===== config.mk =====
export PLATFORM = sky130hd
export DESIGN_NAME = button_input_flat
export DESIGN_NICKNAME = d
export VERILOG_FILES = /design/src/rtl/button_input_if.sv /design/src/rtl/button_input.sv /design/src/flat_wrapper.sv
export SDC_FILE = /design/constraint.sdc
export NUM_CORES = 1
export LEC_CHECK = 0
export CAP_MARGIN = 5
export CORE_ASPECT_RATIO = 0.7
export CORE_MARGIN = 2
export CORE_UTILIZATION = 55
export DETAILED_ROUTE_END_ITERATION = 8
export HOLD_SLACK_MARGIN = 0.02
export PLACE_DENSITY = 0.88
export SYNTH_ARGS = -nofsm -noshare
export SYNTH_HDL_FRONTEND = slang
export SYNTH_SLANG_ARGS = --single-unit
export TNS_END_PERCENT = 5

===== constraint.sdc =====
create_clock -name clk -period 1.99 [get_ports clk]
set_input_delay 0.398 -clock clk [delete_from_list [all_inputs] [get_ports clk]]
set_output_delay 0.398 -clock clk [all_outputs]
set_load 0.005 [all_outputs]

===== src/rtl/button_input_if.sv =====
// Bus port bundle for the button_input peripheral: access strobe, address/data and level interrupt.
// Handshake: a transfer happens on every clk edge where enable=1 (no stall, no ready); reads return data_out one cycle later.
interface button_input_if;
    logic        enable;
    logic        rw;
    logic [31:0] addr;
    logic [31:0] data_in;
    logic [31:0] data_out;
    logic        irq;

    modport master (output enable, output rw, output addr, output data_in,
                    input  data_out, input irq);
    modport slave  (input  enable, input  rw, input  addr, input  data_in,
                    output data_out, output irq);
endinterface


===== src/rtl/button_input.sv =====
// Memory-mapped button/switch input block: 2-flop sync, per-line debounce, latched rising edges (W1C),
// interrupt mask and a level irq when any unmasked edge is pending.
module button_input #(
    parameter int unsigned NINPUTS       = 8,
    parameter logic [31:0] BASE          = 32'h20,
    parameter int unsigned DEBOUNCE_BITS = 16
) (
    input  logic               clk,
    input  logic               reset_n,
    button_input_if.slave      bus,
    input  logic [NINPUTS-1:0] inputs
);
    localparam logic [DEBOUNCE_BITS-1:0] MAX      = '1;
    localparam logic [31:0]              END_ADDR = BASE + 32'd4;

    logic [NINPUTS-1:0]       r_sync1;
    logic [NINPUTS-1:0]       r_sync2;
    logic [NINPUTS-1:0]       r_stable;
    logic [NINPUTS-1:0]       r_edge;
    logic [NINPUTS-1:0]       r_mask;
    logic [DEBOUNCE_BITS-1:0] r_cnt [NINPUTS];
    logic [31:0]              r_data_out;

    logic [DEBOUNCE_BITS-1:0] w_cnt_next [NINPUTS];
    logic [NINPUTS-1:0]       w_stable_next;
    logic [NINPUTS-1:0]       w_rise;
    logic [NINPUTS-1:0]       w_wdata;
    logic [31:0]              w_rd_data;
    logic [1:0]               w_offset;
    logic                     w_in_range;
    logic                     w_wr;
    logic                     w_rd;
    logic                     w_unused_data;

    assign w_in_range    = (bus.addr >= BASE) && (bus.addr < END_ADDR);
    assign w_offset      = bus.addr[1:0] - BASE[1:0];
    assign w_wr          = bus.enable && bus.rw && w_in_range;
    assign w_rd          = bus.enable && !bus.rw && w_in_range;
    assign w_wdata       = bus.data_in[NINPUTS-1:0];
    // Upper data_in bits are ignored by design.
    assign w_unused_data = ^bus.data_in;

    // Any agreeing cycle restarts the count; stable flips after MAX+1 consecutive differing cycles.
    always_comb begin
        for (int i = 0; i < int'(NINPUTS); i++) begin
            w_stable_next[i] = r_stable[i];
            w_cnt_next[i]    = '0;
            if (r_sync2[i] != r_stable[i]) begin
                if (r_cnt[i] == MAX) w_stable_next[i] = r_sync2[i];
                else                 w_cnt_next[i]    = r_cnt[i] + DEBOUNCE_BITS'(1);
            end
        end
    end

    assign w_rise = w_stable_next & ~r_stable;

    always_comb begin
        w_rd_data = '0;
        case (w_offset)
            2'd0:    w_rd_data[NINPUTS-1:0] = r_stable;
            2'd1:    w_rd_data[NINPUTS-1:0] = r_edge;
            2'd2:    w_rd_data[NINPUTS-1:0] = r_sync2;
            default: w_rd_data[NINPUTS-1:0] = r_mask;
        endcase
    end

    always_ff @(posedge clk) begin
        if (!reset_n) begin
            r_sync1    <= '0;
            r_sync2    <= '0;
            r_stable   <= '0;
            r_edge     <= '0;
            r_mask     <= '0;
            r_data_out <= '0;
            for (int i = 0; i < int'(NINPUTS); i++) r_cnt[i] <= '0;
        end else begin
            r_sync1  <= inputs;
            r_sync2  <= r_sync1;
            r_stable <= w_stable_next;
            for (int i = 0; i < int'(NINPUTS); i++) r_cnt[i] <= w_cnt_next[i];
            // A rise in the same cycle as a clearing write keeps the bit set.
            if (w_wr && w_offset == 2'd1) r_edge <= (r_edge & ~w_wdata) | w_rise;
            else                          r_edge <= r_edge | w_rise;
            if (w_wr && w_offset == 2'd3) r_mask <= w_wdata;
            r_data_out <= w_rd ? w_rd_data : 32'd0;
        end
    end

    assign bus.data_out = r_data_out;
    assign bus.irq      = |(r_edge & r_mask);
endmodule


===== src/flat_wrapper.sv =====
// flat-port wrapper written by rule: the top's interface ports become plain ports
module button_input_flat 
#(
    parameter int unsigned NINPUTS       = 8,
    parameter logic [31:0] BASE          = 32'h20,
    parameter int unsigned DEBOUNCE_BITS = 16
)
  (clk, reset_n, inputs, bus_enable, bus_rw, bus_addr, bus_data_in, bus_data_out, bus_irq);
  button_input_if bus_i ();
  input  logic clk;
  input  logic reset_n;
  input  logic [NINPUTS-1:0] inputs;
  input wire logic [$bits(bus_i.enable)-1:0] bus_enable;
  input wire logic [$bits(bus_i.rw)-1:0] bus_rw;
  input wire logic [$bits(bus_i.addr)-1:0] bus_addr;
  input wire logic [$bits(bus_i.data_in)-1:0] bus_data_in;
  output wire logic [$bits(bus_i.data_out)-1:0] bus_data_out;
  output wire logic [$bits(bus_i.irq)-1:0] bus_irq;
  assign bus_i.enable = bus_enable;
  assign bus_i.rw = bus_rw;
  assign bus_i.addr = bus_addr;
  assign bus_i.data_in = bus_data_in;
  assign bus_data_out = bus_i.data_out;
  assign bus_irq = bus_i.irq;
  button_input #(.NINPUTS(NINPUTS), .BASE(BASE), .DEBOUNCE_BITS(DEBOUNCE_BITS)) u_core (.clk(clk), .reset_n(reset_n), .bus(bus_i), .inputs(inputs));
endmodule

* Word level (Yosys, flattened, before mapping)
Memory sizes are Yosys's and may differ from the RTL's.
Cells that the tools add are included.
** Storage, ports and cells
- Memories kept :: 1
- Output and inout bits :: 33
- Bits in registers :: 72
- Bits in writable memories :: 128
** Memories
- u_core.r_cnt :: words 8, width 16, rd ports 8, clocked after memory_dff 0, write ports 8, RTL line button_input.sv:21 : logic [DEBOUNCE_BITS-1:0] r_cnt [NINPUTS];
** Operators by class
- Bitwise operators :: 15
- Add/sub/neg operators :: 8
- Reductions and logical operators :: 11
- Eq/ne operators :: 19
- Mux-type cells :: 44
- Magnitude comparators :: 2
** Operators by type and width (count)
- 2-to-1 mux 16 bit :: 24
- adder 16 x 1 -> 16 bit (second input constant) :: 8
- == test 16 bit (second input constant) :: 8
- >= comparator 32 x 6 -> 1 bit (second input constant) :: 1
- less-than comparator 32 x 6 -> 1 bit (second input constant) :: 1
- bitwise AND 8 bit :: 3
- one-hot mux 8 bit (3 select lines) :: 1
- 2-to-1 mux 1 bit :: 18
- NOT 8 bit :: 2
- bitwise OR 8 bit :: 2
- 2-to-1 mux 8 bit :: 1
- inequality test 1 bit :: 8
- bitwise OR 1 bit :: 8
- OR reduction 8 bit :: 1
- logical AND 1 bit :: 7
- == test 2 bit (second input constant) :: 2
- == test 2 x 1 -> 1 bit (second input constant) :: 1
- logical NOT 2 bit :: 1
- AND reduction 2 bit :: 1
- logical NOT 1 bit :: 1

* Longest topological paths before layout
An unclocked memory read counts as a cell.
- Word-level depth :: 7
- Mapped depth :: 8
- Mapped depth without buffers :: 5

* Worst setup path after synthesis
No wires, ideal clock.
- Path type :: register -> register
- Start point :: memory u_core.r_cnt[4][0] (netlist: u_core.r_cnt[1][0])
- End point :: memory u_core.r_cnt[4][10] (netlist: u_core.r_cnt[1][10])
- Data arrival time :: 1.638 ns
- Period minus slack after synthesis :: 1.756 ns
- Required time :: 1.873 ns
- Stages on the path, launching flop included :: 9
- Slack :: 0.234 ns
- Cells stage by stage :: dfxtp_1 > ha_1 > clkbuf_1 > nand4_1 > nor4_2 > or2_1 > clkbuf_1 > buf_2 > nor2_1
** RTL lines (RTL line)
- from (decl) :: button_input.sv:21

==> metrics.txt <==
required time worst endpoint 2.28 ns; first-pass GRT wire length 26700 µm; Static Leak 3.04 nW; Register-to-Register Path Depth 4; Net Sw Power 0.00157 W; drt first pass iters 5; FP Rows 36; synthesis-to-layout area growth 18.8%; Post-synth EDFFs 0; clock skew 0.0120 ns; reg2reg start u_core.r_cnt[1][23]; switch share 21.6%; # hold bufs at CTS 0; crit start category flop; Setup TNS 0 ns; DRC Markers 0; Max Fclk 0.536 GHz; share of layout cells above drive strength 1 12.1%; Pwr Total 0.00725 W; power density cells 769 mW/mm²; DP HPWL 11100 µm; die area 0.0154 mm²; Final #Nets 1015; Crit. End Element flop; crit-path max FO 16; critical path class reg -> reg; # port buffers 60; RePlAce Congestion 0.822; Hold Crit Class reg -> reg; initial antenna violation count 0; Worst Setup SP u_core.r_cnt[1][23]; post-synthesis cell type count 52; number of vias per cell 5.35; CP cell instances nand4_2, nor4_2, or3_1, nor2_1; slowest stage delay, CP 0.53 ns; crit path capture u_core.r_cnt[1][27]; clock buffer depth 2; remaining antenna violation count 0; # clock sinks 176; Die Wd 148 µm; CTS tree yes; Avg Inst Size Synth 9.34 µm²; largest net degree at the start of global routing 17; commonest non-fill, non-tap cell in the layout dfxtp_1; Worst Tran Pin Value 0.557 ns; CTS buffer count 17; CTS H-tree depth 4; ANT cells 0; final count of hold timing violations 0; WL per Instance 14.4 µm; number of synthesized register bits 176; Async SR Flop Fraction 0%; Pint 0.00568 W; post-route clock period utilization 93.7%; FF-to-FF End u_core.r_cnt[1][27]; die height 104 µm; Initial DRC Count 380; number of global-route vias before repair 5728; min Tclk post-route 1.87 ns; slowest CP cell or3_1; r2r setup slk 0.12 ns; Syn Inst Count 849; clk_lat worst skew 0.43 ns; Starting Density 56.6%; WL final 16300 µm; Final Max Tran Viols 0; total gr overflow 0; clock share of power 47.4%; RSZ-0062 raised after global routing false; Post-Synthesis Cell Area 0.00793 mm²; Max IR drop VDD 0.533 mV; Post-CTS Setup Inserts 0; Max Cap Viol 0; register share of total power 49.0%; Reg clk slew, reported paths 0.07 ns; final setup fails 0; # IOs 109; Worst slew margin 62.9%; critical path arrival 2.15 ns; Core ar. 0.0140 mm²; status finished clean; Root Buffer clkbuf_16; Tot GR Track Use 21.2%; Logic pwr share 3.6%; via count 6069; synth warn 0; commonest cells after routing, fill and taps aside 176 x dfxtp_1, 135 x nor2_1, 65 x xnor2_1; sequential fraction of the synthesis area 44.4%; Synth Flop Type dfxtp_1
==> area by class of cell <==
cell class              count  area (µm²)
repair buffers             93         872
clock inverters            14         180
fillers                  1038        4580
clock buffers              18         429
multi-input cells         617        4090
inverters                  26        97.6
flip-flops and latches    176        3520
well taps                 190         238
==> worst min-delay path by stage <==
stage                 startpoint                 to  slack, ns  cells past startpoint
6_report       u_core.r_sync1[7]  u_core.r_sync2[7]       0.43                      1
5_1_grt        u_core.r_sync1[7]  u_core.r_sync2[7]       0.44                      1
4_1_cts        u_core.r_sync1[6]  u_core.r_sync2[6]       0.44                      1
3_5_place_dp   u_core.r_sync1[6]  u_core.r_sync2[6]       0.42                      1
3_3_place_gp   u_core.r_sync1[6]  u_core.r_sync2[6]       0.41                      1
2_1_floorplan  u_core.r_sync1[0]  u_core.r_sync2[0]       0.41                      1
==> timing repair <==
item / in CTS / in global routing
pin swaps: 1 / 0
gates resized for setup: 4 / 2
setup endpoints to repair: 1 / 11
==> through the flow <==
stage	util, %	setup WS [ns]	instances	hold WS [ns]	area, µm²
floorplan	-	0.234	872	0.412	8020
global placement	62.7	-0.270	1102	0.414	8790
detailed placement	62.7	-0.279	1102	0.420	8790
CTS	67.2	0.122	1134	0.436	9410
global route	67.3	0.0263	1134	0.443	9430
finish	67.3	0.124	1134	0.435	9430
==> flip-flops by register name (all words and copies together) (netlist names) <==
name	flops
u_core.bus.data_out	8
u_core.r_cnt	128
u_core.r_edge	8
u_core.r_mask	8
u_core.r_stable	8
u_core.r_sync1	8
u_core.r_sync2	8
==> power groups by stage <==
stage | logic (W) | clock network (W) | registers, W
after floorplan | 0.000142 | 0 | 0.00363
after global placement | 0.000254 | 0 | 0.00363
after detailed placement | 0.000257 | 0 | 0.00363
after CTS | 0.000259 | 0.00346 | 0.00355
after global routing | 0.000280 | 0.00362 | 0.00356
final | 0.000260 | 0.00344 | 0.00355
==> routing by layer <==
metal,wire [µm],GRT usage (%)
met3,874,5.09
met4,161,5.43
met5,0,0
met1,7560,28.1
met2,7690,34.8
==> cell families (layout without fill, tap and decap cells) <==
| family | Yosys count | after routing | share of synthesized area, % |
|---|---|---|---|
| multiplexers | 22 | 22 | 4.04 |
| AO/OA/AOI/OAI | 56 | 56 | 4.53 |
| buffers and inverters | 79 | 151 | 5.52 |
| XOR/XNOR | 104 | 104 | 11.5 |
| flip-flops | 176 | 176 | 44.4 |
| AND/OR/NAND/NOR | 403 | 403 | 28.7 |
| adder cells (fa/ha/maj) | 8 | 8 | 1.26 |
| other | 1 | 24 | 0.0473 |
==> critical path, delay by kind of cell, from the launching register on <==
family,cells,cell delay [ns]
and+or+nand+nor,4,1.30
DFF,1,0.43
==> Yosys cell counts (9+ instances only) <==
cell type / n / area, µm²
inv_1: 24 / 90.1
and2_1: 21 / 131
nand4_1: 43 / 269
nor4_1: 20 / 125
or3_1: 17 / 106
mux2i_1: 14 / 140
nand3_1: 38 / 190
dfxtp_1: 176 / 3520
nand2_1: 48 / 180
nor2b_1: 11 / 68.8
xnor2_1: 65 / 569
buf_4: 31 / 233
o21ai_0: 11 / 55.1
and4_1: 11 / 96.3
a21oi_1: 18 / 90.1
clkbuf_1: 9 / 33.8
nor3_1: 18 / 90.1
xor2_1: 39 / 342
nor2_1: 135 / 507
Power figures use the tool's default switching activity.
